--- src/rtl/audio_dac_serializer_pkg.sv ---
// Shared types for the stereo DAC serializer: output format enum and LR-clock helper.
// Latency: n/a (types and pure function only).
// Backpressure: n/a.
package audio_pkg;

  typedef enum logic {
    MODE_I2S = 1'b0,
    MODE_LJ  = 1'b1
  } audio_mode_t;

  // LR clock level that marks the left slot: I2S uses low, left-justified uses high.
  // The idle / right-slot level is always the complement.
  function automatic logic lrck_left(input audio_mode_t m);
    return (m == MODE_LJ);
  endfunction

endpackage

--- src/rtl/audio_dac_serializer_if.sv ---
// Sample-pair input stream: in_valid/in_ready handshake carrying left/right samples.
// Latency: n/a (wires only).
// Backpressure: master holds the pair while in_valid & ~in_ready.
interface audio_dac_serializer_if #(
  parameter int SAMPLE_W = 16
);
  logic                in_valid;
  logic                in_ready;
  logic [SAMPLE_W-1:0] in_left;
  logic [SAMPLE_W-1:0] in_right;

  modport master (output in_valid, output in_left, output in_right, input in_ready);
  modport slave  (input in_valid, input in_left, input in_right, output in_ready);
endinterface

--- src/rtl/audio_dac_serializer_fifo.sv ---
// Show-ahead register FIFO of sample pairs; head entry visible combinationally.
// Latency: push visible at head and in level_o the cycle after acceptance.
// Backpressure: full_o from registered count; pushes while full and pops while empty are ignored.
// Ports: push_i/push_dat_i write side, pop_i/head_o read side, level_o/full_o/empty_o status.
module audio_sample_fifo #(
  parameter int W     = 32,
  parameter int DEPTH = 8
) (
  input  logic                     clk,
  input  logic                     reset_n,
  input  logic                     push_i,
  input  logic [W-1:0]             push_dat_i,
  input  logic                     pop_i,
  output logic [W-1:0]             head_o,
  output logic [$clog2(DEPTH):0]   level_o,
  output logic                     full_o,
  output logic                     empty_o
);
  localparam int AW = $clog2(DEPTH);
  localparam int LW = AW + 1;
  localparam logic [LW-1:0] CNT_FULL = LW'(DEPTH);

  logic [W-1:0]  mem_q [DEPTH];
  logic [AW-1:0] wr_ptr_q, wr_ptr_d, rd_ptr_q, rd_ptr_d;
  logic [LW-1:0] cnt_q, cnt_d;
  logic          push_ok, pop_ok;

  assign full_o  = (cnt_q == CNT_FULL);
  assign empty_o = (cnt_q == '0);
  assign push_ok = push_i & ~full_o;
  assign pop_ok  = pop_i & ~empty_o;
  assign head_o  = mem_q[rd_ptr_q];
  assign level_o = cnt_q;

  always_comb begin
    wr_ptr_d = wr_ptr_q;
    rd_ptr_d = rd_ptr_q;
    cnt_d    = cnt_q;
    if (push_ok) wr_ptr_d = wr_ptr_q + 1'b1;
    if (pop_ok)  rd_ptr_d = rd_ptr_q + 1'b1;
    unique case ({push_ok, pop_ok})
      2'b10:   cnt_d = cnt_q + 1'b1;
      2'b01:   cnt_d = cnt_q - 1'b1;
      default: cnt_d = cnt_q;
    endcase
  end

  always_ff @(posedge clk or negedge reset_n) begin
    if (!reset_n) begin
      wr_ptr_q <= '0;
      rd_ptr_q <= '0;
      cnt_q    <= '0;
    end else begin
      wr_ptr_q <= wr_ptr_d;
      rd_ptr_q <= rd_ptr_d;
      cnt_q    <= cnt_d;
    end
  end

  // Storage needs no reset: an entry is only read after it has been written.
  always_ff @(posedge clk) begin
    if (push_ok) mem_q[wr_ptr_q] <= push_dat_i;
  end

endmodule

--- src/rtl/audio_dac_serializer.sv ---
// Stereo DAC serializer: buffers sample pairs, generates bclk/lrclk, shifts MSB-first in I2S or LJ.
// Latency: a pushed pair is played from the next frame start; all serial outputs are registered.
// Backpressure: in_ready = FIFO not full; an empty FIFO at frame start plays silence and flags underrun.
// Ports: clk/reset_n, enable, mode, in_bus (sample stream), aud_* codec pins, level, underrun/underrun_clr.
module audio_dac_serializer
  import audio_pkg::*;
#(
  parameter int SAMPLE_W   = 16,
  parameter int SLOT_BITS  = 32,
  parameter int BCLK_HALF  = 2,
  parameter int FIFO_DEPTH = 8
) (
  input  logic                        clk,
  input  logic                        reset_n,
  input  logic                        enable,
  input  logic                        mode,
  audio_dac_serializer_if.slave       in_bus,
  output logic                        aud_bclk,
  output logic                        aud_daclrck,
  output logic                        aud_dacdat,
  output logic [$clog2(FIFO_DEPTH):0] level,
  output logic                        underrun,
  input  logic                        underrun_clr
);
  localparam int IDX_W = $clog2(2 * SLOT_BITS);
  localparam int DIV_W = (BCLK_HALF > 1) ? $clog2(BCLK_HALF) : 1;
  localparam logic [DIV_W-1:0] DIV_LAST = DIV_W'(BCLK_HALF - 1);
  localparam logic [IDX_W-1:0] IDX_LAST = IDX_W'(2 * SLOT_BITS - 1);
  localparam logic [IDX_W-1:0] IDX_SLOT = IDX_W'(SLOT_BITS);

  typedef struct packed {
    logic [SAMPLE_W-1:0] left;
    logic [SAMPLE_W-1:0] right;
  } stereo_sample_t;

  stereo_sample_t      push_pair, head_pair, hold_q, hold_d;
  logic                fifo_full, fifo_empty, push, pop, frame_start, wrap;
  logic [DIV_W-1:0]    div_q, div_d;
  logic [IDX_W-1:0]    idx_q, idx_d;
  logic                bclk_q, bclk_d, lrck_q, lrck_d, dat_q, dat_d;
  logic                started_q, started_d, underrun_q, underrun_d;
  audio_mode_t         mode_q, mode_d;
  logic [SAMPLE_W-1:0] slot_sample;
  int                  slot_k;

  // Bit k of a slot: sample bit [SAMPLE_W-1-(k-d)] inside the data window, zero padding elsewhere.
  function automatic logic slot_bit(input logic [SAMPLE_W-1:0] s, input int k, input int d);
    logic [SAMPLE_W-1:0] t;
    slot_bit = 1'b0;
    t        = '0;
    if (k >= d && k < SAMPLE_W + d) begin
      t        = s << (k - d);
      slot_bit = t[SAMPLE_W-1];
    end
  endfunction

  assign push_pair       = {in_bus.in_left, in_bus.in_right};
  assign push            = in_bus.in_valid & ~fifo_full;
  assign in_bus.in_ready = ~fifo_full;
  assign pop             = frame_start & ~fifo_empty;

  audio_sample_fifo #(
    .W     (2 * SAMPLE_W),
    .DEPTH (FIFO_DEPTH)
  ) u_fifo (
    .clk        (clk),
    .reset_n    (reset_n),
    .push_i     (push),
    .push_dat_i (push_pair),
    .pop_i      (pop),
    .head_o     (head_pair),
    .level_o    (level),
    .full_o     (fifo_full),
    .empty_o    (fifo_empty)
  );

  always_comb begin
    div_d       = div_q;
    bclk_d      = bclk_q;
    idx_d       = idx_q;
    started_d   = started_q;
    mode_d      = mode_q;
    hold_d      = hold_q;
    lrck_d      = lrck_q;
    dat_d       = dat_q;
    underrun_d  = underrun_q;
    frame_start = 1'b0;
    wrap        = 1'b0;
    slot_k      = 0;
    slot_sample = '0;

    if (underrun_clr) underrun_d = 1'b0;

    if (!enable) begin
      // Idle: divider parked, lrclk rests at the right-slot level of the latched format.
      div_d     = '0;
      bclk_d    = 1'b0;
      idx_d     = '0;
      started_d = 1'b0;
      dat_d     = 1'b0;
      lrck_d    = ~lrck_left(mode_q);
    end else begin
      wrap  = (div_q == DIV_LAST);
      div_d = wrap ? '0 : div_q + 1'b1;
      if (wrap) begin
        bclk_d = ~bclk_q;
        if (bclk_q) begin
          // Falling bclk event: advance the frame position and present the next bit.
          started_d = 1'b1;
          if (!started_q || idx_q == IDX_LAST) begin
            idx_d       = '0;
            frame_start = 1'b1;
          end else begin
            idx_d = idx_q + 1'b1;
          end

          if (frame_start) begin
            mode_d = audio_mode_t'(mode);
            if (fifo_empty) begin
              hold_d     = '0;
              underrun_d = 1'b1;  // set beats a simultaneous clear
            end else begin
              hold_d = head_pair;
            end
          end

          // The new frame's pair and mode feed the k=0 bit directly (LJ puts the MSB there).
          slot_k = int'(idx_d);
          if (idx_d >= IDX_SLOT) begin
            slot_k      = slot_k - SLOT_BITS;
            slot_sample = hold_d.right;
          end else begin
            slot_sample = hold_d.left;
          end
          lrck_d = (idx_d < IDX_SLOT) ? lrck_left(mode_d) : ~lrck_left(mode_d);
          dat_d  = slot_bit(slot_sample, slot_k, (mode_d == MODE_I2S) ? 1 : 0);
        end
      end
    end
  end

  always_ff @(posedge clk or negedge reset_n) begin
    if (!reset_n) begin
      div_q      <= '0;
      bclk_q     <= 1'b0;
      idx_q      <= '0;
      started_q  <= 1'b0;
      mode_q     <= MODE_I2S;
      hold_q     <= '0;
      lrck_q     <= 1'b1;
      dat_q      <= 1'b0;
      underrun_q <= 1'b0;
    end else begin
      div_q      <= div_d;
      bclk_q     <= bclk_d;
      idx_q      <= idx_d;
      started_q  <= started_d;
      mode_q     <= mode_d;
      hold_q     <= hold_d;
      lrck_q     <= lrck_d;
      dat_q      <= dat_d;
      underrun_q <= underrun_d;
    end
  end

  assign aud_bclk    = bclk_q;
  assign aud_daclrck = lrck_q;
  assign aud_dacdat  = dat_q;
  assign underrun    = underrun_q;

endmodule

--- src/flat_wrapper.sv ---
// flat-port wrapper written by rule: the top's interface ports become plain ports
module audio_dac_serializer_flat import audio_pkg::*;
#(
  parameter int SAMPLE_W   = 16,
  parameter int SLOT_BITS  = 32,
  parameter int BCLK_HALF  = 2,
  parameter int FIFO_DEPTH = 8
)
  (clk, reset_n, enable, mode, aud_bclk, aud_daclrck, aud_dacdat, level, underrun, underrun_clr, in_bus_in_valid, in_bus_in_left, in_bus_in_right, in_bus_in_ready);
  audio_dac_serializer_if #(.SAMPLE_W(SAMPLE_W)) in_bus_i ();
  input  logic clk;
  input  logic reset_n;
  input  logic enable;
  input  logic mode;
  output logic aud_bclk;
  output logic aud_daclrck;
  output logic aud_dacdat;
  output logic [$clog2(FIFO_DEPTH):0] level;
  output logic underrun;
  input  logic underrun_clr;
  input wire logic [$bits(in_bus_i.in_valid)-1:0] in_bus_in_valid;
  input wire logic [$bits(in_bus_i.in_left)-1:0] in_bus_in_left;
  input wire logic [$bits(in_bus_i.in_right)-1:0] in_bus_in_right;
  output wire logic [$bits(in_bus_i.in_ready)-1:0] in_bus_in_ready;
  assign in_bus_i.in_valid = in_bus_in_valid;
  assign in_bus_i.in_left = in_bus_in_left;
  assign in_bus_i.in_right = in_bus_in_right;
  assign in_bus_in_ready = in_bus_i.in_ready;
  audio_dac_serializer #(.SAMPLE_W(SAMPLE_W), .SLOT_BITS(SLOT_BITS), .BCLK_HALF(BCLK_HALF), .FIFO_DEPTH(FIFO_DEPTH)) u_core (.clk(clk), .reset_n(reset_n), .enable(enable), .mode(mode), .in_bus(in_bus_i), .aud_bclk(aud_bclk), .aud_daclrck(aud_daclrck), .aud_dacdat(aud_dacdat), .level(level), .underrun(underrun), .underrun_clr(underrun_clr));
endmodule
--- config.mk ---
export PLATFORM = sky130hd
export DESIGN_NAME = audio_dac_serializer_flat
export DESIGN_NICKNAME = d
export VERILOG_FILES = /design/src/rtl/audio_dac_serializer_pkg.sv /design/src/rtl/audio_dac_serializer_if.sv /design/src/rtl/audio_dac_serializer_fifo.sv /design/src/rtl/audio_dac_serializer.sv /design/src/flat_wrapper.sv
export SDC_FILE = /design/constraint.sdc
export NUM_CORES = 1
export LEC_CHECK = 0
export CAP_MARGIN = 25
export CORE_MARGIN = 10
export CORE_UTILIZATION = 55
export DETAILED_ROUTE_END_ITERATION = 10
export PLACE_DENSITY = 0.74
export SETUP_SLACK_MARGIN = 0.15
export SYNTH_ARGS = -nofsm -noshare
export SYNTH_HDL_FRONTEND = slang
export SYNTH_SLANG_ARGS = --single-unit
--- constraint.sdc ---
create_clock -name clk -period 12.6 [get_ports clk]
set_clock_uncertainty 0.15 [all_clocks]
set_input_delay 2.52 -clock clk [delete_from_list [all_inputs] [get_ports clk]]
set_output_delay 2.52 -clock clk [all_outputs]
set_load 0.05 [all_outputs]
==> results.cfg <==
[cts]
holdBufCountCts = 0
clkSinkCount = 311
cts_htree_levels = 1
cts_setup_buffers = 0
path_clk_slew_ns = 0.07
cts_buffer_depth = 3
worstSkewPairLatency_ns = 0.55
ctsResizeCount = 0
cts_made_buffers = 30
cts-root-buf = clkbuf_16
cts_tree = yes

[final_layout]
final_common_cell = edfxtp_1
antenna_cells = 0
fin_cells = 1134
area_growth_pct = 14.5
layout_common_cells = 256 x edfxtp_1, 72 x nand2_1, 59 x mux4_2
drive_gt1_share_pct = 18.6
final_util_pct = 64.6
stdcell_area_um2 = 14700
nets = 855

[worst_setup_path]
crit_fanout = 6
cp.arrival_ns = 5.60
cpMaxStageDelayCell = or4_1
crit_type = input port to flip-flop
endpoint_kind = flip-flop
critPathLaunchType = input port
crit_chain = clkdlybuf4s50_1 > mux2i_1 > ha_1 > ha_1 > nand3_1 > ha_1 > nor4_1 > nand4_1 > nor4_1 > nand3_1 > or4_1 > o21ai_1
worstPathRequired_ns = 12.93
cpMostUsedCell = ha_1
cpPeakStageDelay_ns = 0.52

[outcome]
status = completed

[global_routing]
grt_overflow = 0
grt_pass1_vias = 7102
grt_pass1_wl_um = 41000
grtUsageTotal_pct = 17.1
grt_max_degree = 57
antenna_found_initial = 0

[die]
core_area_um2 = 22800
die_x_um = 173
fp.dieH_um = 173
initial_core_util_pct = 56.4
rows = 55
dieArea_um2 = 29900
num_io_pins = 47

[timing]
tightest_slew_ns = 0.891
finalMaxSlewViolations = 0
setup-tns-final_ns = 0
clock.fmax_mhz = 190
relSlewSlack_pct = 40.6
min_period_over_period_pct = 41.8
setup_viol = 0
rsz0062_at_grt = no
period_needed_ns = 5.27
hold_violations = 0

[placed_design]
place.gp.congestion = 0.870
io_buffers = 46
dp_cells = 1079
dp_hpwl_um = 15100
place_area_um2 = 13700

[drt]
avgViaCountPerCell = 6.11
num_vias = 6929
drtIter0Drc = 739
avgRoutedWirePerCell_um = 23.0
dr.pass1.iters = 5
finalWirelength_um = 26000
drtAntennaViolNets = 0
drc = 0

[synthesis]
synth_seq_cells = 311
syn_avg_cell_area_um2 = 17.5
syn_inst = 734
synth-edff-count = 256
ys_seq_area_share_pct = 70.6
synth-main-ff-cell = edfxtp_1
synth_area_um2 = 12800
synth_warnings = 0
async_reset_ff_share_pct = 17.7
synth_cell_types = 51

[power_and_ir_drop]
p_leak_uw = 0.00509
peakVddDrop_mv = 0.128
power_uw = 3130
p_per_area_nw_per_um2 = 213

[hold_path]
min_path_type = flip-flop to flip-flop

[job]
cap_violations = 0
-- layout make-up --
| type | instances | area, um^2 |
|---|---|---|
| clock buffers | 32 | 779 |
| clock inverters | 23 | 220 |
| fillers | 1546 | 8070 |
| inverters | 8 | 30.0 |
| multi-input cells | 385 | 3640 |
| flip-flops and latches | 311 | 9070 |
| well taps | 313 | 392 |
| repair buffers | 62 | 576 |
-- critical path, delay by kind of cell --
kind,cells,cell delay [ns]
mux,1,0.26
buf+inv,1,0.41
compound gates,1,0.12
fa+ha+maj,3,0.79
simple gates,6,1.52
-- layer usage --
metal / share of wire [%] / global-route usage [%] / wire [um] / up-vias
met5: 0 / 0 / 0 / -
met4: 2.3 / 5.03 / 605 / 0
met3: 5.8 / 2.90 / 1500 / 55
met2: 48 / 27.2 / 12500 / 244
met1: 44 / 24.0 / 11400 / 3596
li1: - / - / - / 3034
-- path summary, 6_finish.rpt --
path | from | cells after the start | end | slack [ns]
max | mode | 12 | u_core.aud_dacdat | 7.33
min reg2reg | u_core.mode_q | 1 | u_core.aud_daclrck | 0.31
max in group asynchronous | reset_n | 2 | u_core.u_fifo.rd_ptr_q[0] | 9.77
max reg2reg | u_core.idx_q[0] | 14 | u_core.aud_dacdat | 8.07
min in group asynchronous | reset_n | 2 | u_core.u_fifo.wr_ptr_q[2] | 1.95
min | u_core.mode_q | 1 | u_core.aud_daclrck | 0.31
-- cells by family (layout without fill, tap and decap cells) --
kind of cell	Yosys count	in the layout	share of synthesized area [%]
other	1	9	0.0292
muxes	102	102	14.7
and+or+nand+nor	150	150	5.51
buffers and inverters	46	125	1.76
AOI/OAI and AO/OA	90	90	4.50
adders and majority gates	19	19	1.91
xor gates and xnor gates	15	15	1.02
DFF	311	311	70.6
-- state kept, by name (all words and copies together), names as in the netlist --
| signal | count |
|---|---|
| u_core.u_fifo.rd_ptr_q | 3 |
| u_core.aud_bclk | 1 |
| u_core.div_q | 1 |
| u_core.u_fifo.level_o | 4 |
| u_core.aud_dacdat | 1 |
| u_core.idx_q | 6 |
| u_core.started_q | 1 |
| u_core.underrun | 1 |
| u_core.u_fifo.wr_ptr_q | 3 |
| u_core.aud_daclrck | 1 |
| u_core.hold_q | 32 |
| u_core.mode_q | 1 |
| u_core.u_fifo.mem_q | 256 |
-- power by group --
group          switching [uW]  internal (uW)
clock network             370            529
logic                     434            363
registers                 125           1310
total                     929           2200
-- synth_stat cells, types with 9 or more instances --
cell / instances / area, um^2
xnor2_1: 10 / 87.6
mux2i_1: 27 / 270
buf_2: 10 / 50.1
edfxtp_1: 256 / 7690
nor2_1: 13 / 48.8
o31ai_1: 9 / 67.6
o21ai_0: 40 / 200
clkbuf_1: 21 / 78.8
nand3_1: 16 / 80.1
mux4_2: 59 / 1330
mux2_2: 9 / 101
dfrtp_1: 54 / 1350
nand2_1: 72 / 270
ha_1: 18 / 225
-- through the flow --
step | hold slack (ns) | setup WS, ns
after floorplan | 0.262 | 6.18
after global placement | 0.288 | 6.93
after detailed placement | 0.302 | 6.82
after CTS | 0.310 | 7.39
after global routing | 0.324 | 7.07
final | 0.308 | 7.33
(Power assumes the default switching activity.)
